==> src/rtl/cs161_mc_control_if.sv <==
// ----------------------------------------------------------------------------
// cs161_mc_control_if
//
// Purpose:
//   Bundles every signal exchanged between the multicycle main control unit
//   and the cs161 datapath. The controller is the master: it drives the
//   control strobes. The datapath (or a testbench acting for it) is the
//   slave: it drives the opcode and funct fields and the memory ready
//   handshake.
//
// Signal summary:
//   instr_op      [5:0]          opcode from the instruction register
//   funct         [5:0]          funct field from the instruction register
//   mem_ready                    memory completes the current access
//   funct_out     [5:0]          funct copy captured during DECODE
//   pc_write                     unconditional PC load
//   pc_write_cond                PC load when the ALU zero flag is set
//   pc_source     [1:0]          00 ALU result, 01 ALUOut, 10 jump target
//   i_or_d                       0 PC address, 1 ALUOut data address
//   mem_read / mem_write         memory access requests
//   ir_write                     instruction register load
//   mem_to_reg                   write-back source: 1 MDR, 0 ALUOut
//   reg_dst                      1 rd, 0 rt
//   reg_write                    register file write enable
//   alu_src_a                    0 PC, 1 rs
//   alu_src_b     [1:0]          00 rt, 01 four, 10 imm, 11 imm<<2
//   alu_op        [ALU_OP_W-1:0] 0000 add, 0001 sub, 0010 decode funct
// ----------------------------------------------------------------------------
interface cs161_mc_control_if #(
    parameter int ALU_OP_W = 4
);
    logic [5:0]          instr_op;
    logic [5:0]          funct;
    logic                mem_ready;

    logic [5:0]          funct_out;
    logic                pc_write;
    logic                pc_write_cond;
    logic [1:0]          pc_source;
    logic                i_or_d;
    logic                mem_read;
    logic                mem_write;
    logic                ir_write;
    logic                mem_to_reg;
    logic                reg_dst;
    logic                reg_write;
    logic                alu_src_a;
    logic [1:0]          alu_src_b;
    logic [ALU_OP_W-1:0] alu_op;

    // Controller side
    modport master (
        input  instr_op, funct, mem_ready,
        output funct_out, pc_write, pc_write_cond, pc_source, i_or_d,
               mem_read, mem_write, ir_write, mem_to_reg, reg_dst,
               reg_write, alu_src_a, alu_src_b, alu_op
    );

    // Datapath side
    modport slave (
        output instr_op, funct, mem_ready,
        input  funct_out, pc_write, pc_write_cond, pc_source, i_or_d,
               mem_read, mem_write, ir_write, mem_to_reg, reg_dst,
               reg_write, alu_src_a, alu_src_b, alu_op
    );
endinterface

==> src/rtl/cs161_mc_control.sv <==
// ----------------------------------------------------------------------------
// cs161_mc_control
//
// Purpose:
//   Multicycle main control unit for the cs161 datapath. Each instruction is
//   walked through 3-5 states, and every datapath strobe is decoded from the
//   current state. Memory states wait on a ready handshake; a wait that runs
//   too long traps into a sticky ERROR state. Unknown opcodes trap the same
//   way. A retired-instruction counter is kept for debug.
//
// Ports:
//   clk            system clock, rising edge
//   rst_n          asynchronous active-low reset
//   bus            controller side of cs161_mc_control_if (master modport)
//   o_state_dbg    current state encoding
//   o_error        trap flag, held until reset
//   o_instr_count  retired instruction count, wraps modulo 2^CNT_W
// ----------------------------------------------------------------------------
module cs161_mc_control #(
    parameter int ALU_OP_W = 4,
    parameter int WAIT_MAX = 15,
    parameter int CNT_W    = 32
) (
    input  logic                 clk,
    input  logic                 rst_n,
    cs161_mc_control_if.master   bus,
    output logic [3:0]           o_state_dbg,
    output logic                 o_error,
    output logic [CNT_W-1:0]     o_instr_count
);

    localparam int WAIT_W = (WAIT_MAX < 1) ? 1 : $clog2(WAIT_MAX + 1);

    localparam logic [5:0] OP_RTYPE = 6'b000000;
    localparam logic [5:0] OP_LW    = 6'b100011;
    localparam logic [5:0] OP_SW    = 6'b101011;
    localparam logic [5:0] OP_BEQ   = 6'b000100;
    localparam logic [5:0] OP_J     = 6'b000010;
    localparam logic [5:0] OP_ADDI  = 6'b001000;

    localparam logic [ALU_OP_W-1:0] ALU_ADD   = ALU_OP_W'(0);
    localparam logic [ALU_OP_W-1:0] ALU_SUB   = ALU_OP_W'(1);
    localparam logic [ALU_OP_W-1:0] ALU_FUNCT = ALU_OP_W'(2);

    typedef enum logic [3:0] {
        S_FETCH  = 4'd0,
        S_DECODE = 4'd1,
        S_MEMADR = 4'd2,
        S_MEMRD  = 4'd3,
        S_MEMWB  = 4'd4,
        S_MEMWR  = 4'd5,
        S_EXEC   = 4'd6,
        S_RWB    = 4'd7,
        S_BEQ    = 4'd8,
        S_JMP    = 4'd9,
        S_ADDIEX = 4'd10,
        S_ADDIWB = 4'd11,
        S_ERROR  = 4'd15
    } state_t;

    state_t              r_state;
    logic                r_active;
    logic [WAIT_W-1:0]   r_waitCount;
    logic [CNT_W-1:0]    r_instrCount;
    logic [5:0]          r_functOut;

    logic                w_waitExpired;
    logic                w_pcWrite;
    logic                w_pcWriteCond;
    logic [1:0]          w_pcSource;
    logic                w_iOrD;
    logic                w_memRead;
    logic                w_memWrite;
    logic                w_irWrite;
    logic                w_memToReg;
    logic                w_regDst;
    logic                w_regWrite;
    logic                w_aluSrcA;
    logic [1:0]          w_aluSrcB;
    logic [ALU_OP_W-1:0] w_aluOp;
    logic                w_error;

    // The wait budget is spent once the counter has reached WAIT_MAX and
    // memory is still not ready; a ready in that same cycle still succeeds.
    assign w_waitExpired = !bus.mem_ready &&
                           (r_waitCount == WAIT_W'(WAIT_MAX));

    // Sequencer: state, wait counter, retire counter and the funct capture.
    // r_active stays low for the first edge after reset release so that the
    // strobes are held off until the cycle following the rst_n rising edge.
    // The wait counter defaults to clear and only counts while a memory
    // state is stalled, so any state change or ready clears it.
    always_ff @(posedge clk or negedge rst_n) begin
        if (!rst_n) begin
            r_state      <= S_FETCH;
            r_active     <= 1'b0;
            r_waitCount  <= '0;
            r_instrCount <= '0;
            r_functOut   <= '0;
        end else if (!r_active) begin
            r_active <= 1'b1;
        end else begin
            r_waitCount <= '0;
            case (r_state)
                S_FETCH: begin
                    if (bus.mem_ready)       r_state <= S_DECODE;
                    else if (w_waitExpired)  r_state <= S_ERROR;
                    else                     r_waitCount <= r_waitCount + WAIT_W'(1);
                end
                S_DECODE: begin
                    r_functOut <= bus.funct;
                    case (bus.instr_op)
                        OP_LW, OP_SW: r_state <= S_MEMADR;
                        OP_RTYPE:     r_state <= S_EXEC;
                        OP_BEQ:       r_state <= S_BEQ;
                        OP_J:         r_state <= S_JMP;
                        OP_ADDI:      r_state <= S_ADDIEX;
                        default:      r_state <= S_ERROR;
                    endcase
                end
                S_MEMADR: r_state <= (bus.instr_op == OP_SW) ? S_MEMWR : S_MEMRD;
                S_MEMRD: begin
                    if (bus.mem_ready)       r_state <= S_MEMWB;
                    else if (w_waitExpired)  r_state <= S_ERROR;
                    else                     r_waitCount <= r_waitCount + WAIT_W'(1);
                end
                S_MEMWR: begin
                    if (bus.mem_ready) begin
                        r_state      <= S_FETCH;
                        r_instrCount <= r_instrCount + CNT_W'(1);
                    end else if (w_waitExpired) begin
                        r_state <= S_ERROR;
                    end else begin
                        r_waitCount <= r_waitCount + WAIT_W'(1);
                    end
                end
                S_MEMWB, S_RWB, S_BEQ, S_JMP, S_ADDIWB: begin
                    r_state      <= S_FETCH;
                    r_instrCount <= r_instrCount + CNT_W'(1);
                end
                S_EXEC:   r_state <= S_RWB;
                S_ADDIEX: r_state <= S_ADDIWB;
                S_ERROR:  r_state <= S_ERROR;
                default:  r_state <= S_ERROR;
            endcase
        end
    end

    // Strobe decode from the state register. Everything is held at zero
    // until r_active rises, which also makes an asynchronous reset drop the
    // strobes immediately. FETCH only loads IR and PC once memory is ready.
    always_comb begin
        w_pcWrite     = 1'b0;
        w_pcWriteCond = 1'b0;
        w_pcSource    = 2'b00;
        w_iOrD        = 1'b0;
        w_memRead     = 1'b0;
        w_memWrite    = 1'b0;
        w_irWrite     = 1'b0;
        w_memToReg    = 1'b0;
        w_regDst      = 1'b0;
        w_regWrite    = 1'b0;
        w_aluSrcA     = 1'b0;
        w_aluSrcB     = 2'b00;
        w_aluOp       = ALU_ADD;
        w_error       = 1'b0;
        if (r_active) begin
            case (r_state)
                S_FETCH: begin
                    w_memRead = 1'b1;
                    w_aluSrcB = 2'b01;
                    w_irWrite = bus.mem_ready;
                    w_pcWrite = bus.mem_ready;
                end
                S_DECODE: w_aluSrcB = 2'b11;
                S_MEMADR, S_ADDIEX: begin
                    w_aluSrcA = 1'b1;
                    w_aluSrcB = 2'b10;
                end
                S_MEMRD: begin
                    w_memRead = 1'b1;
                    w_iOrD    = 1'b1;
                end
                S_MEMWB: begin
                    w_regWrite = 1'b1;
                    w_memToReg = 1'b1;
                end
                S_MEMWR: begin
                    w_memWrite = 1'b1;
                    w_iOrD     = 1'b1;
                end
                S_EXEC: begin
                    w_aluSrcA = 1'b1;
                    w_aluOp   = ALU_FUNCT;
                end
                S_RWB: begin
                    w_regWrite = 1'b1;
                    w_regDst   = 1'b1;
                end
                S_BEQ: begin
                    w_aluSrcA     = 1'b1;
                    w_aluOp       = ALU_SUB;
                    w_pcWriteCond = 1'b1;
                    w_pcSource    = 2'b01;
                end
                S_JMP: begin
                    w_pcWrite  = 1'b1;
                    w_pcSource = 2'b10;
                end
                S_ADDIWB: w_regWrite = 1'b1;
                S_ERROR:  w_error    = 1'b1;
                default: ;
            endcase
        end
    end

    assign bus.funct_out     = r_functOut;
    assign bus.pc_write      = w_pcWrite;
    assign bus.pc_write_cond = w_pcWriteCond;
    assign bus.pc_source     = w_pcSource;
    assign bus.i_or_d        = w_iOrD;
    assign bus.mem_read      = w_memRead;
    assign bus.mem_write     = w_memWrite;
    assign bus.ir_write      = w_irWrite;
    assign bus.mem_to_reg    = w_memToReg;
    assign bus.reg_dst       = w_regDst;
    assign bus.reg_write     = w_regWrite;
    assign bus.alu_src_a     = w_aluSrcA;
    assign bus.alu_src_b     = w_aluSrcB;
    assign bus.alu_op        = w_aluOp;

    assign o_state_dbg   = r_state;
    assign o_error       = w_error;
    assign o_instr_count = r_instrCount;

endmodule

==> src/flat_wrapper.sv <==
// flat-port wrapper written by rule: the top's interface ports become plain ports
module cs161_mc_control_flat 
#(
    parameter int ALU_OP_W = 4,
    parameter int WAIT_MAX = 15,
    parameter int CNT_W    = 32
)
  (clk, rst_n, o_state_dbg, o_error, o_instr_count, bus_instr_op, bus_funct, bus_mem_ready, bus_funct_out, bus_pc_write, bus_pc_write_cond, bus_pc_source, bus_i_or_d, bus_mem_read, bus_mem_write, bus_ir_write, bus_mem_to_reg, bus_reg_dst, bus_reg_write, bus_alu_src_a, bus_alu_src_b, bus_alu_op);
  cs161_mc_control_if #(.ALU_OP_W(ALU_OP_W)) bus_i ();
  input  logic clk;
  input  logic rst_n;
  output logic [3:0] o_state_dbg;
  output logic o_error;
  output logic [CNT_W-1:0] o_instr_count;
  input wire logic [$bits(bus_i.instr_op)-1:0] bus_instr_op;
  input wire logic [$bits(bus_i.funct)-1:0] bus_funct;
  input wire logic [$bits(bus_i.mem_ready)-1:0] bus_mem_ready;
  output wire logic [$bits(bus_i.funct_out)-1:0] bus_funct_out;
  output wire logic [$bits(bus_i.pc_write)-1:0] bus_pc_write;
  output wire logic [$bits(bus_i.pc_write_cond)-1:0] bus_pc_write_cond;
  output wire logic [$bits(bus_i.pc_source)-1:0] bus_pc_source;
  output wire logic [$bits(bus_i.i_or_d)-1:0] bus_i_or_d;
  output wire logic [$bits(bus_i.mem_read)-1:0] bus_mem_read;
  output wire logic [$bits(bus_i.mem_write)-1:0] bus_mem_write;
  output wire logic [$bits(bus_i.ir_write)-1:0] bus_ir_write;
  output wire logic [$bits(bus_i.mem_to_reg)-1:0] bus_mem_to_reg;
  output wire logic [$bits(bus_i.reg_dst)-1:0] bus_reg_dst;
  output wire logic [$bits(bus_i.reg_write)-1:0] bus_reg_write;
  output wire logic [$bits(bus_i.alu_src_a)-1:0] bus_alu_src_a;
  output wire logic [$bits(bus_i.alu_src_b)-1:0] bus_alu_src_b;
  output wire logic [$bits(bus_i.alu_op)-1:0] bus_alu_op;
  assign bus_i.instr_op = bus_instr_op;
  assign bus_i.funct = bus_funct;
  assign bus_i.mem_ready = bus_mem_ready;
  assign bus_funct_out = bus_i.funct_out;
  assign bus_pc_write = bus_i.pc_write;
  assign bus_pc_write_cond = bus_i.pc_write_cond;
  assign bus_pc_source = bus_i.pc_source;
  assign bus_i_or_d = bus_i.i_or_d;
  assign bus_mem_read = bus_i.mem_read;
  assign bus_mem_write = bus_i.mem_write;
  assign bus_ir_write = bus_i.ir_write;
  assign bus_mem_to_reg = bus_i.mem_to_reg;
  assign bus_reg_dst = bus_i.reg_dst;
  assign bus_reg_write = bus_i.reg_write;
  assign bus_alu_src_a = bus_i.alu_src_a;
  assign bus_alu_src_b = bus_i.alu_src_b;
  assign bus_alu_op = bus_i.alu_op;
  cs161_mc_control #(.ALU_OP_W(ALU_OP_W), .WAIT_MAX(WAIT_MAX), .CNT_W(CNT_W)) u_core (.clk(clk), .rst_n(rst_n), .bus(bus_i), .o_state_dbg(o_state_dbg), .o_error(o_error), .o_instr_count(o_instr_count));
endmodule
==> config.mk <==
export PLATFORM = sky130hd
export DESIGN_NAME = cs161_mc_control_flat
export DESIGN_NICKNAME = d
export VERILOG_FILES = /design/src/rtl/cs161_mc_control_if.sv /design/src/rtl/cs161_mc_control.sv /design/src/flat_wrapper.sv
export SDC_FILE = /design/constraint.sdc
export NUM_CORES = 1
export LEC_CHECK = 0
export CAP_MARGIN = 10
export CORE_ASPECT_RATIO = 0.75
export CORE_MARGIN = 4
export CORE_UTILIZATION = 49
export CTS_BUF_LIST = sky130_fd_sc_hd__clkbuf_4
export DETAILED_ROUTE_END_ITERATION = 10
export PLACE_DENSITY = 0.82
export SYNTH_ARGS = -nofsm -noshare
export SYNTH_HDL_FRONTEND = slang
export SYNTH_SLANG_ARGS = --single-unit
==> constraint.sdc <==
create_clock -name clk -period 2.35 [get_ports clk]
set_input_delay 0.3525 -clock clk [delete_from_list [all_inputs] [get_ports clk]]
set_output_delay 0.3525 -clock clk [all_outputs]
set_load 0.02 [all_outputs]
Word-level counts from Yosys, hierarchy flattened

Index checks and enable logic that the tools add are counted.

Bits in writable memories: 0
Output and inout port bits: 61
Memories kept: 0
Bits in read-only memories: 0
Register bits: 47
Bits in latches: 0

$add $sub $neg: 2
Shift-type cells: 0
Multipliers: 0
Bitwise gates (word level): 0
Magnitude comparators: 0
Equality and inequality tests: 19
Muxes and demuxes: 40
Div/mod/pow operators: 0
Reductions and logical operators: 15

Operator list:

| cell                                                                  | number |
|---|---|
| 32-bit one-hot mux with 2 select lines                                | 1 |
| 32-bit by 1-bit adder with 32-bit output, second input constant       | 1 |
| 32-bit 2-to-1 mux                                                     | 1 |
| 4-bit 2-to-1 mux                                                      | 8 |
| 4-bit one-hot mux with 8 select lines                                 | 1 |
| 4-bit equality test, second input constant                            | 6 |
| 1-bit 2-to-1 mux                                                      | 21 |
| 4-bit one-hot mux with 5 select lines                                 | 1 |
| 4-bit by 3-bit equality test with 1-bit output, second input constant | 4 |
| 6-bit equality test, second input constant                            | 2 |
| 4-bit by 2-bit equality test with 1-bit output, second input constant | 2 |
| 2-bit one-hot mux with 2 select lines                                 | 2 |
| 2-bit OR reduction                                                    | 4 |
| 6-bit by 2-bit equality test with 1-bit output, second input constant | 1 |
| 6-bit by 3-bit equality test with 1-bit output, second input constant | 1 |
| 6-bit by 4-bit equality test with 1-bit output, second input constant | 1 |
| 6-bit logical NOT                                                     | 1 |
| 2-bit one-hot mux with 3 select lines                                 | 1 |
| 3-bit OR reduction                                                    | 2 |
| 5-bit OR reduction                                                    | 1 |
| 4-bit by 1-bit adder with 4-bit output, second input constant         | 1 |
| 4-bit by 1-bit equality test with 1-bit output, second input constant | 1 |
| 4-bit logical NOT                                                     | 1 |
| 2-bit 2-to-1 mux                                                      | 2 |
| other kinds (9)                                                       | 9 |

Logic depth before layout (Yosys ltp)

Gate-level depths: netlist of run 1.

Word-level depth: 5
Gate-level depth with buffers: 6
Mapped depth without buffers: 5

Worst setup path before layout of run 1

OpenSTA, ideal clock, no wires.

Path kind: reg2out
Start point: register u_core.r_state[2] (netlist: u_core.o_state_dbg[2])
End point: output bus_pc_write
Stages on the path, launching flop included: 5
Path buffers: 1
Data required time: 1,997 ps
Arrival: 2,075 ps
Path slack: -77 ps
Cells stage by stage: dfrtp_1 buf_2 or3b_2 nor4_1 or2_2

Longest elaborated chain between the ends: 3

Ends and longest elaborated chain:

| what                                                     | RTL line                | RTL |
|---|---|---|
| start: declaration                                       | cs161_mc_control.sv:61  | `state_t r_state;` |
| start signal: assignment                                 | cs161_mc_control.sv:121 | `S_MEMADR: r_state <= (bus.instr_op == OP_SW) ? S_MEMWR : S_MEMRD;` |
| 4-bit equality test or 4-bit logical NOT (tied branches) | cs161_mc_control.sv:168 | `case (r_state)` |
| 1-bit one-hot mux with 2 select lines (*)                | cs161_mc_control.sv:168 |  |
| 1-bit 2-to-1 mux (*)                                     | cs161_mc_control.sv:167 | `if (r_active) begin` |
| end: declaration                                         | flat_wrapper.sv:19      | `output wire logic [$bits(bus_i.pc_write)-1:0] bus_pc_write;` |

Mark *: on every way between the ends. The rest lies on a longest branch, timed or not.

Worst setup path in the final report of run 1

Start point: register u_core.r_state[0] (netlist: u_core.o_state_dbg[0])
End point: output o_error

Longest elaborated chain between the ends: 3

Ends and longest elaborated chain:

| what                | RTL line                | RTL |
|---|---|---|
| 4-bit equality test | cs161_mc_control.sv:168 |  |
| 1-bit 2-to-1 mux    | cs161_mc_control.sv:168 |  |
| 1-bit 2-to-1 mux    | cs161_mc_control.sv:167 |  |
| end: declaration    | flat_wrapper.sv:13      | `output logic o_error;` |

No other way between the ends.

==> results.json, run 1 <==
{
  "post-place-ws_ns": 0.0583,
  "synth_warnings": 0,
  "vias": 2420,
  "leakage_nw": 1.43,
  "critPathKind": "register to primary output",
  "finalSetupViolCount": 0,
  "postSynth.asyncResetShare_pct": 100,
  "synthesis.area_um2": 2650,
  "finalInstanceArea_um2": 3610,
  "clkTransAtPathRegs_ns": 0.13,
  "fin_total_pwr_mw": 3.42,
  "syn_inst": 280,
  "ys.flop_type": "dfrtp_1",
  "fmax_ghz": 0.449,
  "final_core_util_pct": 71.3,
  "finalWorstSetupSlack_ns": 0.124,
  "slew_viol_final": 0,
  "fp.dieH_um": 71.7,
  "viasPerCell": 5.56,
  "syn_to_final_growth_pct": 36.3,
  "die_area_um2": 6660,
  "finalCritPeriodShare_pct": 94.7,
  "cts_tree": "yes",
  "cts_root_buffer": "clkbuf_4",
  "clk_latency_ns": 0.36,
  "rows": 22,
  "io_buffers": 73,
  "antenna_cells": 0,
  "cts_buffers": 5,
  "status": "completed",
  "maxCapViolCount": 0,
  "yosysUniqueCellTypes": 47,
  "drive_above_1_share_pct": 12.4,
  "grtUsageTotal_pct": 20.6,
  "grt_pass1_vias": 2326,
  "place_hpwl_um": 4970,
  "required_ns": 2.00,
  "skew_ns": 0.0155,
  "drtIter0Drc": 317,
  "finalNetCount": 379,
  "end_kind": "primary output",
  "crit_arrival_ns": 1.87,
  "h-tree-depth": 2,
  "power_density_nw_per_um2": 947,
  "critPathMaxFanout": 15,
  "reg2reg_depth": 6,
  "grt_pass1_wl_um": 11100,
  "die_x_um": 92.9,
  "yosys_register_bits": 47,
  "top_level_ports": 76,
  "ant_nets": 0,
  "synth_edf_count": 0,
  "hold_class": "input port to asynchronous set/reset pin",
  "clockBufferDepth": 2,
  "drc_errors": 0,
  "overflow": 0,
  "grt_max_degree": 33,
  "hold_violations": 0,
  "place_congestion": 0.863,
  "layout_common_cells": "clkdlybuf4s50_1, dfrtp_1, xor2_1, nor3_1, nand2_1",
  "routed_wl_um": 6650,
  "wire_per_inst_um": 15.3,
  "avgSynthCellArea_um2": 9.46,
  "dpl_cell_area_um2": 3510,
  "initial_core_util_pct": 52.3,
  "finalCriticalPeriod_ns": 2.23,
  "final_common_cell": "clkdlybuf4s50_1",
  "tightest_slew_ns": 0.511,
  "antenna_found_initial": 0,
  "seq_area_frac_synth_pct": 44.4,
  "critPathLaunchType": "register",
  "drtPass1Iterations": 4,
  "fillers": 398,
  "core_um2": 5060,
  "relSlewSlack_pct": 66.0,
  "holdWs_ns": 0.478,
  "ir_drop_v": 0.000588,
  "clock_sinks": 47
}
-- cell type report --
cell class                      count  area (µm²)  share of cell area (%)
Inverter                           12        45.0                    1.25
Timing Repair Buffer               92         868                    24.0
Multi-Input combinational cell    204        1380                    38.1
Tap cell                           72        90.1                    2.49
Sequential cell                    47        1180                    32.6
Clock buffer                        6        45.0                    1.25
Clock inverter                      2        7.51                   0.208
-- through the flow --
step | cells | TNS (ns)
global route | 435 | -0.00578
global placement | 422 | 0
detailed placement | 422 | 0
floorplan | 281 | 0
finish | 435 | 0
CTS | 432 | 0
-- registers in the layout (all words and copies together), names as in the netlist --
name	flops
u_core.bus.funct_out	6
u_core.o_instr_count	32
u_core.o_state_dbg	4
u_core.r_active	1
u_core.r_waitCount	4
-- path summary, 6_finish.rpt --
path                                                from                        to  slack, ns
min in group clk                u_core.o_instr_count[31]  u_core.o_instr_count[31]       0.48
worst max register to register           u_core.r_active  u_core.o_instr_count[13]       0.24
max in group asynchronous                          rst_n     u_core.o_state_dbg[0]       1.26
worst min-delay path                               rst_n   u_core.o_instr_count[8]       0.48
worst max-delay path               u_core.o_state_dbg[0]                   o_error       0.12
worst min register to register  u_core.o_instr_count[31]  u_core.o_instr_count[31]       0.48
-- routing by layer --
layer,share of wire (%),up-vias,global-route usage (%)
li1,-,1163,-
met1,45,1170,27.4
met2,47,79,32.9
met3,6.9,8,6.19
met4,1.2,0,6.02
met5,0,-,0
-- Yosys cell counts, drive strengths merged, types with 2 or more instances --
| cell type | number | share of area [%] |
|---|---|---|
| dfrtp | 47 | 44 |
| xor2 | 26 | 8.6 |
| nor3 | 25 | 4.7 |
| nand2 | 19 | 2.7 |
| nor2 | 18 | 2.5 |
| nor4 | 14 | 3.5 |
| inv | 12 | 1.7 |
| nand3 | 11 | 2.1 |
| buf | 10 | 2.0 |
| xnor2 | 10 | 3.3 |
| clkbuf | 8 | 1.1 |
| mux2 | 8 | 3.4 |
| and3 | 6 | 1.4 |
| and4 | 6 | 2.0 |
| nand4 | 6 | 1.4 |
| o21ai | 6 | 1.1 |
| nor2b | 5 | 1.2 |
| a21oi | 4 | 0.76 |
| a211oi | 2 | 0.57 |
| a22o | 2 | 0.66 |
| a311oi | 2 | 0.66 |
| conb | 2 | 0.28 |
| ha | 2 | 0.94 |
| nand2b | 2 | 0.47 |
| nand4b | 2 | 0.66 |
| nor3b | 2 | 0.57 |
| nor4b | 2 | 0.66 |
| o2bb2ai | 2 | 0.66 |
| o31ai | 2 | 0.57 |
| or2 | 2 | 0.47 |
| or4 | 2 | 0.57 |
-- cells by family after synthesis --
group | share of synthesized area [%]
DFF | 44.4
other | 0.283
buffers and inverters | 4.82
muxes | 3.40
adders and majority gates | 0.944
AOI/OAI and AO/OA | 8.74
and+or+nand+nor | 25.5
xor gates and xnor gates | 11.9
-- critical path: stages (launching register included) --
cell             delay (ns)
dfrtp_2                0.57
buf_4                  0.18
nand3_1                0.07
nor2_1                 0.10
clkdlybuf4s50_1        0.62
-- what timing repair did --
item	CTS	global route
setup buffers	1	3
endpoints found under the setup margin	17	3
gates resized for setup	17	8
hold buffers	1	0
hold endpoints to repair	21	0
-- where the power goes --
part / internal (mW) / switching (mW)
logic: 0.855 / 0.998
clock network: 0.123 / 0.238
registers: 0.986 / 0.219
total: 1.96 / 1.46
Power figures use the tool's default switching activity.
==> inputs of run 2 (changes only) <==
--- a/config.mk
+++ b/config.mk
@@ -11,7 +11,8 @@
 export CORE_UTILIZATION = 49
 export CTS_BUF_LIST = sky130_fd_sc_hd__clkbuf_4
 export DETAILED_ROUTE_END_ITERATION = 10
-export PLACE_DENSITY = 0.82
+export PLACE_DENSITY = 0.89
+export RECOVER_POWER = 25
 export SYNTH_ARGS = -nofsm -noshare
 export SYNTH_HDL_FRONTEND = slang
 export SYNTH_SLANG_ARGS = --single-unit
==> run 2 against run 1 <==
Clock skew down 0.0086 ns. Via count up 2.0%. Global-route usage up 0.089 points. Maximum frequency up 0.79%. Flip-flop and latch count unchanged. Design area up 0.52%. Power up 1.5%. Sequential power about the same. Combinational power up 2%. Count of clock-buffer cells in the layout up 1. Critical endpoint unchanged.
==> results.json, run 2 (synthesis results as in run 1) <==
{
  "wire_per_inst_um": 15.2,
  "io_buffers": 73,
  "critPathMaxFanout": 8,
  "clock_sinks": 47,
  "die_area_um2": 6660,
  "final.setup.tns_ns": 0,
  "slew_viol_final": 0,
  "final_core_util_pct": 71.7,
  "fp.dieH_um": 71.7,
  "finalSetupViolCount": 0,
  "cts_root_buffer": "clkbuf_4",
  "h-tree-depth": 2,
  "grt_max_degree": 33,
  "max_stage_delay_ns": 0.61,
  "required_ns": 2.00,
  "vias": 2469,
  "crit_family": "buffers and inverters",
  "finalCriticalPeriod_ns": 2.21,
  "skew_ns": 0.00695,
  "antenna_found_initial": 0,
  "hold_violations": 0,
  "antenna_cells": 0,
  "fin_total_pwr_mw": 3.47,
  "post-place-cells": 420,
  "clkTransAtPathRegs_ns": 0.13,
  "final_common_cell": "clkdlybuf4s50_1",
  "routed_wl_um": 6680,
  "viasPerCell": 5.64,
  "crit_path_frequent_cell": "buf_4",
  "clk_latency_ns": 0.35,
  "ant_nets": 0,
  "power_density_nw_per_um2": 956,
  "ir_drop_v": 0.000679,
  "rows": 22,
  "worst-path-buf-inv": 3,
  "fmax_ghz": 0.453,
  "place_congestion": 0.872,
  "finalCritPeriodShare_pct": 94.0,
  "grt_pass1_wl_um": 11300,
  "core_um2": 5060,
  "tightest_slew_ns": 1.22,
  "maxCapViolCount": 0,
  "finalNetCount": 382,
  "cts_tree": "yes",
  "fin_cells": 438,
  "relSlewSlack_pct": 18.8,
  "drc_errors": 0,
  "die_x_um": 92.9,
  "largest_reg_flops": 32,
  "grt_pass1_vias": 2428,
  "critPathKind": "register to primary output",
  "layout_common_cells": "clkdlybuf4s50_1, dfrtp_1, xor2_1, nor3_1, nand2_1",
  "top_level_ports": 76,
  "cts_buffers": 5,
  "holdWs_ns": 0.474,
  "rsz0062_at_grt": "no",
  "status": "completed",
  "drtIter0Drc": 183,
  "hold_class": "register to register",
  "leakage_nw": 1.46,
  "syn_to_final_growth_pct": 37.0,
  "crit_arrival_ns": 1.86,
  "place_hpwl_um": 5000,
  "drtPass1Iterations": 4,
  "initial_core_util_pct": 52.3,
  "drive_above_1_share_pct": 13.4,
  "crit_path_top_delay_cell": "clkdlybuf4s50_1",
  "grtUsageTotal_pct": 20.7,
  "critPathLaunchType": "register",
  "overflow": 0,
  "crit_chain": "buf_4 -> buf_4 -> nand3_1 -> nor2_1 -> clkdlybuf4s50_1",
  "end_kind": "primary output",
  "clockBufferDepth": 2
}
run 2: worst reg2reg max path, cell delays in order, from the launching register on:
cell	delay, ns
dfrtp_1	0.37
buf_4	0.21
a21bo_1	0.27
a2111o_1	0.43
buf_12	0.18
nor4_1	0.39
xor2_1	0.19
run 2: metal layers:
layer,wire (µm),GRT usage [%]
met5,0,0
met3,540,5.88
met4,56,4.88
met1,2930,28.3
met2,3150,33.0
run 2: repair_timing:
action | in CTS | in global routing
endpoints found under the hold margin | 21 | 0
endpoints found under the setup margin | 17 | 4
resized for setup | 16 | 8
setup buffers | 3 | 6
pin swaps | 0 | 0
hold buffers | 1 | 0
run 2: layout make-up:
| class | instances | area [µm²] |
|---|---|---|
| inverter | 12 | 45.0 |
| multi-input combinational | 204 | 1370 |
| fill | 382 | 1440 |
| clock inverter | 1 | 5.00 |
| sequential | 47 | 1180 |
| timing repair buffer | 95 | 891 |
| tap | 72 | 90.1 |
| clock buffer | 7 | 52.6 |
run 2: metrics by stage:
stage	worst slack (ns)	cell area (µm²)
final	0.141	3630
after global routing	0.0335	3630
after CTS	0.0163	3570
after detailed placement	0.0834	3500
after global placement	0.0774	3500
after floorplan	0.199	2660
run 2: power by group:
group / internal [mW] / total, mW / switching, mW
registers: 0.986 / 1.19 / 0.207
logic: 0.891 / 1.89 / 1.00
clock network: 0.140 / 0.383 / 0.243
run 2: path summary, 6_finish.rpt:
kind / startpoint / end / slack (ns) / cells after the start
max: u_core.o_state_dbg[1] / o_error / 0.14 / 5
min: u_core.o_instr_count[31] / u_core.o_instr_count[31] / 0.47 / 1
max reg2reg: u_core.r_active / u_core.o_instr_count[12] / 0.24 / 6
min reg2reg: u_core.o_instr_count[31] / u_core.o_instr_count[31] / 0.47 / 1
max in group asynchronous: rst_n / u_core.o_state_dbg[0] / 0.62 / 3
min in group asynchronous: rst_n / u_core.o_instr_count[20] / 0.76 / 2
==> inputs of run 3 (changes only) <==
--- a/config.mk
+++ b/config.mk
@@ -7,11 +7,10 @@
 export LEC_CHECK = 0
 export CAP_MARGIN = 10
 export CORE_ASPECT_RATIO = 0.75
-export CORE_MARGIN = 4
 export CORE_UTILIZATION = 49
 export CTS_BUF_LIST = sky130_fd_sc_hd__clkbuf_4
 export DETAILED_ROUTE_END_ITERATION = 10
-export PLACE_DENSITY = 0.89
+export PLACE_DENSITY = 0.82
 export RECOVER_POWER = 25
 export SYNTH_ARGS = -nofsm -noshare
 export SYNTH_HDL_FRONTEND = slang
==> run 3 against run 2 <==
Sequential share of layout area grew 0.34 points. Largest cell class unchanged. Combinational power is essentially flat. Routed wire length shrank 5.2%. Critical path type unchanged.
==> results.json, run 3 (synthesis results as in run 1) <==
{
  "status": "completed",
  "top_level_ports": 76,
  "place_hpwl_um": 4690,
  "drtIter0Drc": 208,
  "grt.busiest_layer": "met2",
  "grt_max_degree": 33,
  "rows": 22,
  "max_stage_delay_ns": 0.53,
  "die_area_um2": 5710,
  "syn_to_final_growth_pct": 35.6,
  "min_from": "u_core.o_instr_count[31]",
  "finalSetupViolCount": 0,
  "clkTransAtPathRegs_ns": 0.12,
  "initial_core_util_pct": 52.6,
  "finalNetCount": 378,
  "vias": 2382,
  "crit_path_top_delay_cell": "or3b_2",
  "fin_cells": 432,
  "crit_family": "simple AND/OR/NAND/NOR gates",
  "cts_buffers": 5,
  "antenna_cells": 0,
  "skew_ns": 0.00633,
  "clock_sinks": 47,
  "rsz0062_at_grt": "no",
  "layout_common_cells": "clkdlybuf4s50_1, dfrtp_1, xor2_1, nor3_1, nand2_1",
  "use_met1_pct": 36.0,
  "hold_violations": 0,
  "hold_class": "register to register",
  "worst-path-buf-inv": 1,
  "finalCriticalPeriod_ns": 2.25,
  "finalCritPeriodShare_pct": 95.6,
  "place_congestion": 0.842,
  "grt_pass1_vias": 2245,
  "end_kind": "primary output",
  "final_common_cell": "clkdlybuf4s50_1",
  "routed_wl_um": 6330,
  "drive_above_1_share_pct": 11.4,
  "h-tree-depth": 2,
  "final.setup.tns_ns": 0,
  "crit_chain": "or3b_2 -> nor4_2 -> or2_2 -> clkdlybuf4s15_1",
  "wire_per_inst_um": 14.7,
  "post-place-cells": 420,
  "core_um2": 5040,
  "antenna_found_initial": 0,
  "critPathKind": "register to primary output",
  "drc_errors": 0,
  "relSlewSlack_pct": 11.5,
  "use_met2_pct": 37.0,
  "tightest_slew_ns": 1.33,
  "drtPass1Iterations": 4,
  "grtUsageTotal_pct": 24.5,
  "fmax_ghz": 0.445,
  "io_buffers": 73,
  "leakage_nw": 1.43,
  "cts_tree": "yes",
  "fillers": 378,
  "maxCapViolCount": 0,
  "power_density_nw_per_um2": 944,
  "overflow": 0,
  "viasPerCell": 5.51,
  "cts_root_buffer": "clkbuf_4",
  "clk_latency_ns": 0.34,
  "critPathMaxFanout": 3,
  "die_x_um": 86.9,
  "grtUsageMet3_pct": 5.15,
  "fp.dieH_um": 65.7,
  "largest_reg_flops": 32,
  "ant_nets": 0,
  "slew_viol_final": 0,
  "crit_arrival_ns": 1.89,
  "clockBufferDepth": 2,
  "rr_startpoint": "u_core.r_active",
  "ir_drop_v": 0.000621,
  "critPathLaunchType": "register",
  "crit_start": "u_core.o_state_dbg[3]",
  "grt_pass1_wl_um": 10900,
  "required_ns": 2.00
}
## run 3: final timing paths
| path | cells after the start | endpoint | slack, ns |
|---|---|---|---|
| worst max-delay path | 4 | bus_pc_write | 0.10 |
| worst min-delay path | 1 | u_core.o_instr_count[31] | 0.48 |
| worst max register to register | 6 | u_core.o_instr_count[29] | 0.24 |
| worst min register to register | 1 | u_core.o_instr_count[31] | 0.48 |
| max in group asynchronous | 3 | u_core.o_state_dbg[1] | 0.53 |
| min in group asynchronous | 2 | u_core.o_instr_count[22] | 0.81 |
## run 3: worst reg2reg max path, cell delays in order (launching register included)
cell and delay [ns]:
dfrtp_1 0.36, buf_4 0.21, a21bo_1 0.26, a2111o_1 0.44
buf_12 0.19, nor4_1 0.40, xor2_1 0.18
## run 3: routing by layer
layer  up-vias  part of all wire (%)
met4         0                  0.65
met5         -                     0
met3         5                   6.6
met2        78                    46
met1      1146                    47
li1       1153                     -
## run 3: where the power goes
part	leakage (nW)	total (mW)	switching, mW	internal (mW)
combinational	0.889	1.86	1.00	0.860
clock	0.0276	0.347	0.229	0.118
sequential	0.512	1.18	0.193	0.987
total	1.43	3.39	1.43	1.96
## run 3: through the flow
stage          worst slack (ns)  area (µm²)  total power [mW]  util (%)  hold slack [ns]
5_1_grt                0.000596        3590              3.63      71.3            0.503
4_1_cts                0.000352        3580              3.39      71.0            0.493
2_1_floorplan             0.199        2660              2.25         -           0.0569
6_report                  0.104        3590              3.39      71.3            0.484
3_3_place_gp              0.122        3500              2.96      69.4            0.375
3_5_place_dp             0.0884        3500              3.00      69.4            0.378
## run 3: layout make-up
type	count	area, µm²	share of cell area [%]
flip-flops and latches	47	1180	32.8
inverters	12	45.0	1.25
clock buffers	6	45.0	1.25
repair buffers	91	863	24.0
well taps	72	90.1	2.51
multi-input cells	204	1370	38.1
## run 3: what timing repair did
action	4_1_cts	5_1_grt
endpoints found under the setup margin	17	5
gates resized for setup	15	6
buffers inserted	5	0
hold buffers	1	0
hold endpoints to repair	23	0
